**src/rtl/calc_pkg.sv**
```systemverilog
// Shared types and constants for the hex calculator key sequencer.
// Holds the FSM encoding, opcode values and timing limits.
package calc_pkg;

  typedef enum logic [2:0] {
    ENTER_V1,
    OP_WAIT,
    ENTER_V2,
    EXEC,
    SHOW,
    ERR
  } state_t;

  localparam logic [1:0] OP_ADD = 2'd0;
  localparam logic [1:0] OP_SUB = 2'd1;
  localparam logic [1:0] OP_MUL = 2'd2;
  localparam logic [1:0] OP_AND = 2'd3;

  localparam int TIMEOUT_CYCLES = 32;
  localparam int TMO_W = $clog2(TIMEOUT_CYCLES);

  localparam logic [15:0] ERR_DISPLAY = 16'hEEEE;

  localparam int CNT_W = 3;
  localparam logic [CNT_W-1:0] MAX_DIGITS = 3'd4;

endpackage

```
**src/rtl/calc_operand_entry.sv**
```systemverilog
// One 16-bit operand register with 0-4 digit shift-in entry.
// Extra digits past the fourth are silently dropped.
module calc_operand_entry
  import calc_pkg::*;
(
  input  logic        clock,
  input  logic        reset,
  input  logic        i_clr,
  input  logic        i_set,
  input  logic        i_load,
  input  logic        i_shift,
  input  logic [3:0]  i_digit,
  input  logic [15:0] i_value,
  output logic [15:0] o_value,
  output logic [15:0] o_value_nxt
);

  logic [15:0]      r_value;
  logic [CNT_W-1:0] r_count;
  logic [15:0]      w_value_nxt;
  logic [CNT_W-1:0] w_count_nxt;

  always_comb begin
    w_value_nxt = r_value;
    w_count_nxt = r_count;
    if (i_clr) begin
      w_value_nxt = '0;
      w_count_nxt = '0;
    end else if (i_set) begin
      // a loaded result counts as a full operand
      w_value_nxt = i_value;
      w_count_nxt = MAX_DIGITS;
    end else if (i_load) begin
      w_value_nxt = {12'h000, i_digit};
      w_count_nxt = CNT_W'(1);
    end else if (i_shift && (r_count < MAX_DIGITS)) begin
      w_value_nxt = {r_value[11:0], i_digit};
      w_count_nxt = r_count + CNT_W'(1);
    end
  end

  always_ff @(posedge clock) begin
    if (reset) begin
      r_value <= '0;
      r_count <= '0;
    end else begin
      r_value <= w_value_nxt;
      r_count <= w_count_nxt;
    end
  end

  assign o_value     = r_value;
  assign o_value_nxt = w_value_nxt;

endmodule

```
**src/rtl/calc_sequencer.sv**
```systemverilog
// Key-entry sequencer for a 4-digit hex calculator.
// Collects operands, launches the arithmetic unit and drives the display.
module calc_sequencer
  import calc_pkg::*;
(
  input  logic        clock,
  input  logic        reset,
  input  logic        newhex,
  input  logic [3:0]  hexcode,
  input  logic        newop,
  input  logic [1:0]  opcode,
  input  logic        eq,
  input  logic        arith_done,
  input  logic [15:0] arith_ans,
  input  logic        arith_ovf,
  output logic [15:0] V1,
  output logic [15:0] V2,
  output logic [1:0]  op_reg,
  output logic        arith_start,
  output logic [15:0] display,
  output logic        busy,
  output logic        error
);

  state_t           r_state;
  state_t           w_state_nxt;
  logic [1:0]       r_op;
  logic [1:0]       w_op_nxt;
  logic [1:0]       r_pend;
  logic [1:0]       w_pend_nxt;
  logic             r_chain;
  logic             w_chain_nxt;
  logic [15:0]      r_result;
  logic [15:0]      w_result_nxt;
  logic [TMO_W-1:0] r_tmo;
  logic [TMO_W-1:0] w_tmo_nxt;
  logic             r_start;
  logic             r_busy;
  logic             r_error;
  logic [15:0]      r_display;
  logic [15:0]      w_display_nxt;

  logic             w_hex;
  logic             w_op;
  logic             w_eq;

  logic             w_v1_clr;
  logic             w_v1_set;
  logic             w_v1_load;
  logic             w_v1_shift;
  logic [15:0]      w_v1_set_val;
  logic [15:0]      w_v1_nxt;
  logic             w_v2_clr;
  logic             w_v2_load;
  logic             w_v2_shift;
  logic [15:0]      w_v2_nxt;

  // eq beats newop beats newhex; losers are dropped
  assign w_eq  = eq;
  assign w_op  = newop & ~eq;
  assign w_hex = newhex & ~eq & ~newop;

  calc_operand_entry u_v1 (
    .clock       (clock),
    .reset       (reset),
    .i_clr       (w_v1_clr),
    .i_set       (w_v1_set),
    .i_load      (w_v1_load),
    .i_shift     (w_v1_shift),
    .i_digit     (hexcode),
    .i_value     (w_v1_set_val),
    .o_value     (V1),
    .o_value_nxt (w_v1_nxt)
  );

  calc_operand_entry u_v2 (
    .clock       (clock),
    .reset       (reset),
    .i_clr       (w_v2_clr),
    .i_set       (1'b0),
    .i_load      (w_v2_load),
    .i_shift     (w_v2_shift),
    .i_digit     (hexcode),
    .i_value     (16'h0000),
    .o_value     (V2),
    .o_value_nxt (w_v2_nxt)
  );

  always_comb begin
    w_state_nxt  = r_state;
    w_op_nxt     = r_op;
    w_pend_nxt   = r_pend;
    w_chain_nxt  = r_chain;
    w_result_nxt = r_result;
    w_tmo_nxt    = r_tmo;
    w_v1_clr     = 1'b0;
    w_v1_set     = 1'b0;
    w_v1_load    = 1'b0;
    w_v1_shift   = 1'b0;
    w_v1_set_val = arith_ans;
    w_v2_clr     = 1'b0;
    w_v2_load    = 1'b0;
    w_v2_shift   = 1'b0;
    unique case (r_state)
      ENTER_V1: begin
        if (w_op) begin
          w_op_nxt    = opcode;
          w_v2_clr    = 1'b1;
          w_state_nxt = OP_WAIT;
        end else if (w_hex) begin
          w_v1_shift = 1'b1;
        end
      end
      OP_WAIT: begin
        if (w_op) begin
          w_op_nxt = opcode;
        end else if (w_hex) begin
          w_v2_load   = 1'b1;
          w_state_nxt = ENTER_V2;
        end
      end
      ENTER_V2: begin
        if (w_eq) begin
          w_chain_nxt = 1'b0;
          w_state_nxt = EXEC;
        end else if (w_op) begin
          w_pend_nxt  = opcode;
          w_chain_nxt = 1'b1;
          w_state_nxt = EXEC;
        end else if (w_hex) begin
          w_v2_shift = 1'b1;
        end
      end
      EXEC: begin
        if (arith_done) begin
          if (arith_ovf) begin
            w_chain_nxt = 1'b0;
            w_state_nxt = ERR;
          end else begin
            w_result_nxt = arith_ans;
            if (r_chain) begin
              w_v1_set    = 1'b1;
              w_op_nxt    = r_pend;
              w_chain_nxt = 1'b0;
              w_state_nxt = OP_WAIT;
            end else begin
              w_state_nxt = SHOW;
            end
          end
        end else if (r_tmo == TMO_W'(TIMEOUT_CYCLES - 1)) begin
          w_chain_nxt = 1'b0;
          w_state_nxt = ERR;
        end else begin
          w_tmo_nxt = r_tmo + TMO_W'(1);
        end
      end
      SHOW: begin
        if (w_eq) begin
          w_v1_set     = 1'b1;
          w_v1_set_val = r_result;
          w_state_nxt  = EXEC;
        end else if (w_op) begin
          w_v1_set     = 1'b1;
          w_v1_set_val = r_result;
          w_op_nxt     = opcode;
          w_v2_clr     = 1'b1;
          w_state_nxt  = OP_WAIT;
        end else if (w_hex) begin
          w_v1_load   = 1'b1;
          w_state_nxt = ENTER_V1;
        end
      end
      ERR: begin
        if (w_hex) begin
          w_v1_load   = 1'b1;
          w_v2_clr    = 1'b1;
          w_state_nxt = ENTER_V1;
        end
      end
      default: w_state_nxt = ENTER_V1;
    endcase
    if (w_state_nxt != EXEC) w_tmo_nxt = '0;
  end

  // display is registered from next-cycle values so it tracks state
  always_comb begin
    w_display_nxt = r_display;
    unique case (w_state_nxt)
      ENTER_V1: w_display_nxt = w_v1_nxt;
      OP_WAIT:  w_display_nxt = w_v1_nxt;
      ENTER_V2: w_display_nxt = w_v2_nxt;
      EXEC:     w_display_nxt = r_display;
      SHOW:     w_display_nxt = w_result_nxt;
      ERR:      w_display_nxt = ERR_DISPLAY;
      default:  w_display_nxt = r_display;
    endcase
  end

  always_ff @(posedge clock) begin
    if (reset) begin
      r_state   <= ENTER_V1;
      r_op      <= '0;
      r_pend    <= '0;
      r_chain   <= 1'b0;
      r_result  <= '0;
      r_tmo     <= '0;
      r_start   <= 1'b0;
      r_busy    <= 1'b0;
      r_error   <= 1'b0;
      r_display <= '0;
    end else begin
      r_state   <= w_state_nxt;
      r_op      <= w_op_nxt;
      r_pend    <= w_pend_nxt;
      r_chain   <= w_chain_nxt;
      r_result  <= w_result_nxt;
      r_tmo     <= w_tmo_nxt;
      r_start   <= (w_state_nxt == EXEC) && (r_state != EXEC);
      r_busy    <= (w_state_nxt == EXEC);
      r_error   <= (w_state_nxt == ERR);
      r_display <= w_display_nxt;
    end
  end

  assign op_reg      = r_op;
  assign arith_start = r_start;
  assign busy        = r_busy;
  assign error       = r_error;
  assign display     = r_display;

endmodule

```
**config.mk**
```make
export PLATFORM = sky130hd
export DESIGN_NAME = calc_sequencer
export DESIGN_NICKNAME = d
export VERILOG_FILES = /design/src/rtl/calc_pkg.sv /design/src/rtl/calc_operand_entry.sv /design/src/rtl/calc_sequencer.sv
export SDC_FILE = /design/constraint.sdc
export NUM_CORES = 1
export LEC_CHECK = 0
export ABC_CLOCK_PERIOD_IN_PS = 6500
export BUFFER_PORTS_ARGS = -buffer_cell sky130_fd_sc_hd__buf_2
export CAP_MARGIN = 5
export CELL_PAD_IN_SITES_DETAIL_PLACEMENT = 1
export CELL_PAD_IN_SITES_GLOBAL_PLACEMENT = 2
export CORE_MARGIN = 10
export CORE_UTILIZATION = 37
export CTS_BUF_LIST = sky130_fd_sc_hd__clkbuf_2
export DETAILED_ROUTE_END_ITERATION = 6
export PLACE_DENSITY_LB_ADDON = 0.1
export SYNTH_ARGS = -nofsm -noshare
export SYNTH_HDL_FRONTEND = slang
export SYNTH_SLANG_ARGS = --single-unit
```
**constraint.sdc**
```tcl
create_clock -name clock -period 6.5 [get_ports clock]
set_input_delay 1.3 -clock clock [delete_from_list [all_inputs] [get_ports clock]]
set_output_delay 1.3 -clock clock [all_outputs]
set_load 0.005 [all_outputs]
```
==> results.sh, run 1 <==
export IMPL_status="finished, final reports clean"
export IMPL_cts_hold_buf=0
export IMPL_grt_max_degree=61
export IMPL_cts_buffer_depth=2
export IMPL_grt_overflow=0
export IMPL_cts_setup_buffers=0
export IMPL_vias=3380
export IMPL_drt_total_wl_mm=12.39
export IMPL_ant_nets=0
export IMPL_layout_min_cycle_time_ns=3.261
export IMPL_grt_setup_unrepaired="no"
export IMPL_tns_ns=0
export IMPL_fmax_mhz=306.6
export IMPL_synth_edff_count=0
export IMPL_fin_ws_ns=3.239
export IMPL_synth_area_leader_cell="dfxtp_1"
export IMPL_power_density_mw_per_mm2=204.8
export IMPL_worst_hold_path_type="reg2reg"
export IMPL_ctsRootBufferMaster="clkbuf_2"
export IMPL_setup_worst_path_class="in2reg"
export IMPL_synth_top_cell_area_share=0.4456
export IMPL_critPathCaptureType="flip-flop"
export IMPL_worstMarginPinSlew_ns=0.9504
export IMPL_dr_pass1_iters=7
export IMPL_synth_seq_area_share=0.4456
export IMPL_cp_required_ns=6.97
export IMPL_grt_pass1_vias=3559
export IMPL_grt_pass1_wl_mm=20.03
export IMPL_critical_path_arrival_ns=3.73
export IMPL_syn_avg_cell_area_um2=9.378
export IMPL_post_cts_resized=0
export IMPL_start_util=0.3776
export IMPL_die_h_um=122.2
export IMPL_slew_viol_final=0
export IMPL_netlist_instances=412
export IMPL_yosys_warnings=0
export IMPL_place_ws_ns=2.668
export IMPL_drtIter0Drc=252
export IMPL_portBuffers=81
export IMPL_finalHoldViolCount=0
export IMPL_die_area_mm2=0.01493
export IMPL_clk_latency_ns=0.56
export IMPL_synthesis_area_mm2=0.003864
export IMPL_syn_num_nets=445
export IMPL_numCtsBuffers=9
export IMPL_worst_path_max_fanout=14
export IMPL_drc=0
export IMPL_cts_sinks=86
export IMPL_total_power_uw=918.1
export IMPL_antenna_found_initial=0
export IMPL_peakVddDrop_v=0.00008330
export IMPL_fin_skew_ns=0.04099
export IMPL_syn_to_final_growth_pct=16.03
export IMPL_async_reset_ff_frac=0
export IMPL_finalSetupViolCount=0
export IMPL_place_gp_congestion=0.8186
export IMPL_h_tree_depth=3
export IMPL_cp_start_kind="input pin"
export IMPL_yosysUniqueCellTypes=47
export IMPL_yosys_register_bits=86
export IMPL_avgRoutedWirePerCell_um=19.79
export IMPL_synth_area_leaders="dfxtp_1 45%, mux2i_1 11%, nor2_1 7.3%"
export IMPL_ys_flop_type="dfxtp_1"
export IMPL_antennaDiodeCount=0
export IMPL_dp_hpwl_mm=9.203
export IMPL_utilization=0.4382
export IMPL_period_share=0.5017
export IMPL_rows=37
export IMPL_relSlewSlack=0.3630
export IMPL_pin_count=82
export IMPL_fin_nets=518
export IMPL_static_leakage_power_nw=2.077
export IMPL_core_mm2=0.01023
export IMPL_vias_per_cell=5.399
export IMPL_clk_pin_slew_ns=0.25
export IMPL_drive_gt1_frac=0.2571
export IMPL_die_w_um=122.2
export IMPL_cts_tree="done"
export IMPL_track_usage=0.1682
export IMPL_maxCapViolCount=0
-- layout by cell type (no fill, tap or decap), drive strengths merged, types with 5 or more instances in the layout --
master / netlist / layout
nor2: 76 / 76
nand2b: 13 / 13
nand2: 18 / 18
a211oi: 8 / 8
and3: 8 / 8
mux2i: 41 / 41
o21ai: 17 / 17
buf: 7 / 85
mux2: 13 / 13
a21oi: 18 / 18
dfxtp: 86 / 86
or2: 5 / 5
nor2b: 6 / 6
clkbuf: 16 / 9
a32o: 9 / 9
a222oi: 12 / 12
nor3: 8 / 8
-- cell families (layout without fill, tap and decap cells) --
logic type,count (synthesis),in the layout,share of synthesized area
xor gates and xnor gates,5,5,0.01133
buffers and inverters,25,103,0.02979
DFF,86,86,0.4456
and+or+nand+nor,152,152,0.1907
adders and majority gates,4,4,0.01295
AOI/OAI and AO/OA,86,86,0.1606
muxes,54,54,0.1490
-- synthesized netlist by cell type (all sizes together) (7+ instances only) --
library cell,instances
a211oi,8
a21oi,18
a222oi,12
a32o,9
and3,8
buf,7
clkbuf,16
dfxtp,86
mux2,13
mux2i,41
nand2,18
nand2b,13
nor2,76
nor3,8
o21ai,17
-- path summary, 6_finish.rpt --
| check | start | depth (start not counted) | slack, ns | end |
|---|---|---|---|---|
| worst max register to register | r_state[2] | 7 | 3.61 | display[12] |
| worst min register to register | u_v2.r_count[2] | 2 | 0.51 | u_v2.r_count[2] |
| worst min-delay path | u_v2.r_count[2] | 2 | 0.51 | u_v2.r_count[2] |
| worst max-delay path | eq | 7 | 3.24 | display[12] |
-- metrics by stage --
step | area, um2 | cells | hold slack [ns]
after floorplan | 3864 | 412 | 0.4413
after global placement | 4367 | 610 | 0.4499
after detailed placement | 4367 | 610 | 0.4588
after CTS | 4483 | 626 | 0.5178
after global routing | 4483 | 626 | 0.5307
final | 4483 | 626 | 0.5095
-- power breakdown --
group	switching, mW	internal, mW
clock	0.202	0.0894
combinational	0.0525	0.0316
sequential	0.00681	0.536
-- final cells by class --
| cell class | instances | area, um2 |
|---|---|---|
| Sequential cell | 86 | 1722 |
| Fill cell | 1245 | 5748 |
| Clock inverter | 7 | 71.32 |
| Clock buffer | 9 | 45.04 |
| Multi-Input combinational cell | 301 | 2032 |
| Inverter | 2 | 7.507 |
| Timing Repair Buffer | 85 | 435.4 |
| Tap cell | 136 | 170.2 |
-- critical path: stages --
cell and delay [ns]:
buf_2 0.16, or2_2 0.33, and3_1 0.39, nor3_2 0.86, a222oi_1 0.25, o22a_1 0.25
a211oi_1 0.18
-- metal layers --
metal	routed length, um	part of all wire	GRT usage
met5	0	0	0
met4	108	0.0087	0.05007
met3	723	0.058	0.03608
met2	5223	0.42	0.2433
met1	6334	0.51	0.2433
Power figures use the tool's default switching activity.
==> inputs of run 2 (changes only) <==
Settings changed: ABC_AREA set to 1, ABC_CLOCK_PERIOD_IN_PS 6500 to 3200, CORE_UTILIZATION 37 to 32.
Clock period 6.5 ns to 3.2 ns, I/O delays scaled along.
==> run 2 against run 1 <==
  * Non-clock buffer count up 4
  * Global-route usage shrank 0.47 points
  * Synthesized area increased by 19%
  * Design area increased by 14%
  * Sequential power rose by 100%
  * Flip-flop and latch count is the same
  * Hold slack worse by 0.21 ns
  * Routed wire length up 28%
  * Utilization is 7.0 points lower
==> results.sh, run 2 <==
export IMPL_maxCapViolCount=0
export IMPL_synth_area_leaders="dfxtp_1 38%, nand2_1 13%, inv_1 8.2%"
export IMPL_cp_start_kind="flip-flop"
export IMPL_pwr_share_comb=0.115
export IMPL_antenna_found_initial=0
export IMPL_fin_cells=930
export IMPL_grt_pass1_vias=4617
export IMPL_cts_tree="done"
export IMPL_worstPathCellList="ha_1 -> and3_1 -> ha_1 -> nor2_1 -> inv_1 -> nand2_2 -> nor2_1 -> inv_1 -> nand2_4 -> a21oi_4 -> nand2_1 -> nand3_1 -> nand2_1 -> inv_1"
export IMPL_grt_overflow=0
export IMPL_tns_ns=0
export IMPL_switchingPower_uw=548.0
export IMPL_synth_seq_area_share=0.3760
export IMPL_p_int_mw=1.261
export IMPL_start_util=0.3286
export IMPL_layout_min_cycle_time_ns=2.379
export IMPL_dpl_instance_area_mm2=0.005050
export IMPL_slew_viol_final=0
export IMPL_async_reset_ff_frac=0
export IMPL_cp_slowest_cell="a21oi_4"
export IMPL_grt_setup_unrepaired="no"
export IMPL_regArea_mm2=0.001722
export IMPL_dp_hpwl_mm=12.36
export IMPL_yosysMostFrequentCell="nand2_1"
export IMPL_synthTopCellsByCount="160 x nand2_1, 100 x inv_1, 86 x dfxtp_1, 86 x nor2_1, 47 x nand3_1"
export IMPL_max_stage_delay_ns=0.40
export IMPL_finalSetupViolCount=0
export IMPL_rows=43
export IMPL_finalHoldViolCount=0
export IMPL_static_leakage_power_nw=2.672
export IMPL_avgRoutedWirePerCell_um=17.01
export IMPL_peakVddDrop_v=0.0001617
export IMPL_synth_top_cell_area_share=0.3760
export IMPL_core_mm2=0.01393
export IMPL_grt_max_degree=45
export IMPL_clk_latency_ns=0.61
export IMPL_yosys_warnings=0
export IMPL_place_gp_congestion=0.8514
export IMPL_grt_pass1_wl_mm=25.80
export IMPL_cts_setup_buffers=0
export IMPL_pin_count=82
export IMPL_status="finished, final reports clean"
export IMPL_final_common_cell="nand2_1"
export IMPL_p_seq_frac=0.610
export IMPL_critPathCaptureType="flip-flop"
export IMPL_ant_nets=0
export IMPL_r2r_cells=14
export IMPL_fin_ws_ns=0.8210
export IMPL_place_inst=914
export IMPL_critical_path_arrival_ns=2.95
export IMPL_ys_flop_type="dfxtp_1"
export IMPL_numCtsBuffers=9
export IMPL_cts_buffer_depth=2
export IMPL_vias=4445
export IMPL_antennaDiodeCount=0
export IMPL_cts_sinks=86
export IMPL_clk_pin_slew_ns=0.23
export IMPL_syn_to_final_growth_pct=12.05
export IMPL_netlist_instances=675
export IMPL_cp_required_ns=3.77
export IMPL_drc=0
export IMPL_power_density_mw_per_mm2=352.6
export IMPL_hold_depth=3
export IMPL_power_frac_clock=0.275
export IMPL_postLayoutCellArea_mm2=0.005131
export IMPL_cts_hold_buf=0
export IMPL_syn_avg_cell_area_um2=6.784
export IMPL_min_from="opcode[0]"
export IMPL_vias_per_cell=4.780
export IMPL_ctsRootBufferMaster="clkbuf_2"
export IMPL_fin_skew_ns=0.04470
export IMPL_die_h_um=139.6
export IMPL_n_fill_cell=1854
export IMPL_yosysUniqueCellTypes=41
export IMPL_worstMarginPinSlew_ns=0.5932
export IMPL_period_share=0.7434
export IMPL_die_w_um=139.6
export IMPL_fmax_mhz=420.4
export IMPL_post_cts_resized=0
export IMPL_multi_input_area_mm2=0.002240
export IMPL_yosys_register_bits=86
export IMPL_die_area_mm2=0.01950
export IMPL_reg2reg_to="display[13]"
export IMPL_relSlewSlack=0.6035
export IMPL_reg2reg_slack_ns=0.82
export IMPL_drive_gt1_frac=0.1947
export IMPL_worst_hold_path_type="in2reg"
export IMPL_hold_end="r_pend[0]"
export IMPL_synth_edff_count=0
export IMPL_mostFrequentLayoutCells="160 x nand2_1, 100 x inv_1, 86 x nor2_1, 86 x dfxtp_1, 81 x buf_2"
export IMPL_syn_num_nets=708
export IMPL_worst_path_max_fanout=16
export IMPL_place_ws_ns=0.5117
export IMPL_crit_top_cell="inv_1"
export IMPL_swShare=0.3029
export IMPL_track_usage=0.1635
export IMPL_worstSetupStartpoint="r_tmo[0]"
export IMPL_r2r_start="r_tmo[0]"
export IMPL_hold_ws_ns=0.3044
export IMPL_drtIter0Drc=188
export IMPL_synth_area_leader_cell="dfxtp_1"
export IMPL_setup_worst_path_class="reg2reg"
export IMPL_fin_nets=778
export IMPL_drt_total_wl_mm=15.82
export IMPL_dr_pass1_iters=6
export IMPL_portBuffers=81
export IMPL_h_tree_depth=3
export IMPL_synthesis_area_mm2=0.004579
## run 2: changes by cell type after synthesis, sizes merged, moves of 31 or more
cell and delta:
nand2 +156, inv +102, nand3 +46, mux2i -40
a21oi +31, o21ai +31
## run 2: critical path, delay by kind of cell, from the launching register on
family	cells	cell delay (ns)
AO/OA/AOI/OAI	1	0.40
buffers and inverters	3	0.24
adder cells (fa/ha/maj)	2	0.38
flip-flops	1	0.38
AND/OR/NAND/NOR	8	0.96
## run 2: cell type report
class / count / area share
multi-input combinational: 453 / 0.4365
clock buffer: 11 / 0.01073
tap: 180 / 0.04389
inverter: 106 / 0.07754
sequential: 86 / 0.3355
clock inverter: 5 / 0.005121
timing repair buffer: 89 / 0.09071
## run 2: cell families after synthesis
kind of cell | count (synthesis) | synth area share
buffers and inverters | 136 | 0.1350
and+or+nand+nor | 327 | 0.3183
adders and majority gates | 4 | 0.01093
muxes | 1 | 0.002186
DFF | 86 | 0.3760
AOI/OAI and AO/OA | 117 | 0.1500
xor gates and xnor gates | 4 | 0.007652
## run 2: power groups by stage
stage / clock, mW / combinational [mW] / sequential (mW)
3_5_place_dp: 0 / 0.210 / 1.12
5_1_grt: 0.563 / 0.234 / 1.11
2_1_floorplan: 0 / 0.134 / 1.12
6_report: 0.498 / 0.208 / 1.10
4_1_cts: 0.518 / 0.211 / 1.10
3_3_place_gp: 0 / 0.206 / 1.12
## run 2: per-stage QoR
stage          utilization  power, mW
2_1_floorplan            -      1.256
3_3_place_gp        0.3624      1.330
3_5_place_dp        0.3624      1.334
4_1_cts             0.3682      1.833
5_1_grt             0.3682      1.905
6_report            0.3682      1.809
## run 2: worst max path at each step
stage / end / slack [ns] / cells after the start
4_1_cts: display[10] / 0.81 / 14
5_1_grt: display[0] / 0.58 / 14
3_3_place_gp: display[4] / 0.52 / 12
6_report: display[13] / 0.82 / 14
2_1_floorplan: display[11] / 1.21 / 14
3_5_place_dp: display[4] / 0.51 / 12
## run 2: layer usage
metal / vias up / part of all wire / routed length (um) / global-route usage
met1: 2094 / 0.51 / 7994 / 0.2255
met3: 14 / 0.045 / 713 / 0.03471
li1: 2251 / - / - / -
met5: - / 0 / 0 / 0
met4: 0 / 0.012 / 184 / 0.05000
met2: 86 / 0.44 / 6928 / 0.2481
==> inputs of run 3 (changes only) <==
Settings changed: ABC_CLOCK_PERIOD_IN_PS 3200 to 2500.
Clock period 3.2 ns to 2.5 ns, I/O delays scaled along.
==> run 3 against run 2 <==
  * Flip-flop and latch count did not move
  * Clock power rose by 51%
  * Final cell count rose by 0.97%
  * Worst setup slack got worse by 0.68 ns
  * Critical path depth did not move
  * Sequential share of layout area fell by 0.93 points
  * Critical endpoint is now display[11]
  * Largest power group unchanged
==> results.sh, run 3 (synthesized netlist as in run 2, its figures left out) <==
export IMPL_cts_tree="done"
export IMPL_fin_nets=787
export IMPL_die_h_um=139.6
export IMPL_vias_per_cell=4.792
export IMPL_ctsRootBufferMaster="clkbuf_2"
export IMPL_cp_required_ns=3.02
export IMPL_utilization=0.3787
export IMPL_post_cts_resized=0
export IMPL_worstMarginPinSlew_ns=0.6092
export IMPL_drive_gt1_frac=0.2055
export IMPL_pin_count=82
export IMPL_dr_pass1_iters=4
export IMPL_antenna_found_initial=0
export IMPL_cts_setup_buffers=0
export IMPL_clk_latency_ns=0.60
export IMPL_static_leakage_power_nw=2.743
export IMPL_hold_ws_ns=0.1705
export IMPL_avgRoutedWirePerCell_um=17.39
export IMPL_total_power_mw=2.442
export IMPL_dp_hpwl_mm=12.77
export IMPL_finalHoldViolCount=0
export IMPL_finalSetupViolCount=0
export IMPL_drc=0
export IMPL_drt_total_wl_mm=16.33
export IMPL_tns_ns=0
export IMPL_crit_top_cell="nor2_1"
export IMPL_hold_depth=3
export IMPL_status="finished, final reports clean"
export IMPL_die_w_um=139.6
export IMPL_worstPathCellList="ha_1 -> and3_1 -> ha_1 -> nor2_1 -> inv_1 -> nand2_2 -> nor2_1 -> a21oi_1 -> buf_12 -> a21oi_2 -> nor2_1 -> nand3_1 -> nand2_1 -> inv_1"
export IMPL_grt_overflow=0
export IMPL_place_gp_congestion=0.8164
export IMPL_place_inst=923
export IMPL_h_tree_depth=3
export IMPL_core_mm2=0.01393
export IMPL_power_density_mw_per_mm2=462.7
export IMPL_multi_input_area_mm2=0.002240
export IMPL_fin_cells=939
export IMPL_worst_path_max_fanout=14
export IMPL_antennaDiodeCount=0
export IMPL_mostFrequentLayoutCells="160 x nand2_1, 100 x inv_1, 86 x nor2_1, 86 x dfxtp_1, 81 x buf_2"
export IMPL_peakVddDrop_v=0.0002152
export IMPL_portBuffers=81
export IMPL_worst_hold_path_type="in2reg"
export IMPL_n_fill_cell=1849
export IMPL_cts_hold_buf=0
export IMPL_slew_viol_final=0
export IMPL_die_area_mm2=0.01950
export IMPL_rows=43
export IMPL_syn_to_final_growth_pct=15.25
export IMPL_cp_slowest_cell="dfxtp_1"
export IMPL_maxCapViolCount=0
export IMPL_cts_buffer_depth=2
export IMPL_critical_path_arrival_ns=2.89
export IMPL_clk_pin_slew_ns=0.24
export IMPL_regArea_mm2=0.001722
export IMPL_setup_worst_path_class="reg2reg"
export IMPL_grt_pass1_wl_mm=26.42
export IMPL_track_usage=0.1690
export IMPL_critPathCaptureType="flip-flop"
export IMPL_r2r_cells=14
export IMPL_final_common_cell="nand2_1"
export IMPL_numCtsBuffers=9
export IMPL_ant_nets=0
export IMPL_grt_pass1_vias=4707
export IMPL_cp_start_kind="flip-flop"
export IMPL_grt_setup_unrepaired="no"
export IMPL_vias=4500
export IMPL_layout_min_cycle_time_ns=2.364
export IMPL_cts_sinks=86
export IMPL_relSlewSlack=0.5928
export IMPL_grt_max_degree=36
export IMPL_start_util=0.3286
export IMPL_fmax_mhz=423.0
export IMPL_drtIter0Drc=259
export IMPL_fin_skew_ns=0.04605
export IMPL_period_share=0.9456
export IMPL_max_stage_delay_ns=0.38
-- run 3: worst max-delay path: cells and delay by family, from the launching register on --
family / cells / cell delay (ns)
compound gates: 2 / 0.31
fa+ha+maj: 2 / 0.39
buf+inv: 3 / 0.35
flops: 1 / 0.38
simple gates: 7 / 0.87
-- run 3: worst paths after layout --
path / from / to / slack, ns
max: r_tmo[0] / display[11] / 0.14
min: opcode[0] / r_pend[0] / 0.17
max reg2reg: r_tmo[0] / display[11] / 0.14
min reg2reg: r_tmo[4] / r_tmo[4] / 0.49
-- run 3: report_power, final --
group          internal (mW)  switching, mW  leakage, nW
clock network          0.224          0.528       0.0691
logic                 0.0939          0.180         1.98
registers               1.40         0.0192        0.695
total                   1.72          0.727         2.74
-- run 3: per-stage QoR --
stage / instance area (um2) / worst slack [ns]
detailed placement: 5167 / 0.05086
finish: 5278 / 0.1361
global route: 5278 / 0.01068
global placement: 5167 / 0.09176
CTS: 5278 / 0.1351
floorplan: 4579 / 0.5144
-- run 3: layout make-up --
type,count,share of cell area
multi-input cells,453,0.4244
flip-flops and latches,86,0.3262
repair buffers,98,0.1105
inverters,106,0.07539
well taps,180,0.04267
clock inverters,7,0.01233
clock buffers,9,0.008535
-- run 3: metal layers --
layer / vias up / wire [um] / part of all wire / global-route usage
met5: - / 0 / 0 / 0
met4: 0 / 265 / 0.016 / 0.05435
met3: 15 / 650 / 0.040 / 0.03164
met2: 85 / 6964 / 0.43 / 0.2531
met1: 2133 / 8451 / 0.52 / 0.2374
li1: 2267 / - / - / -
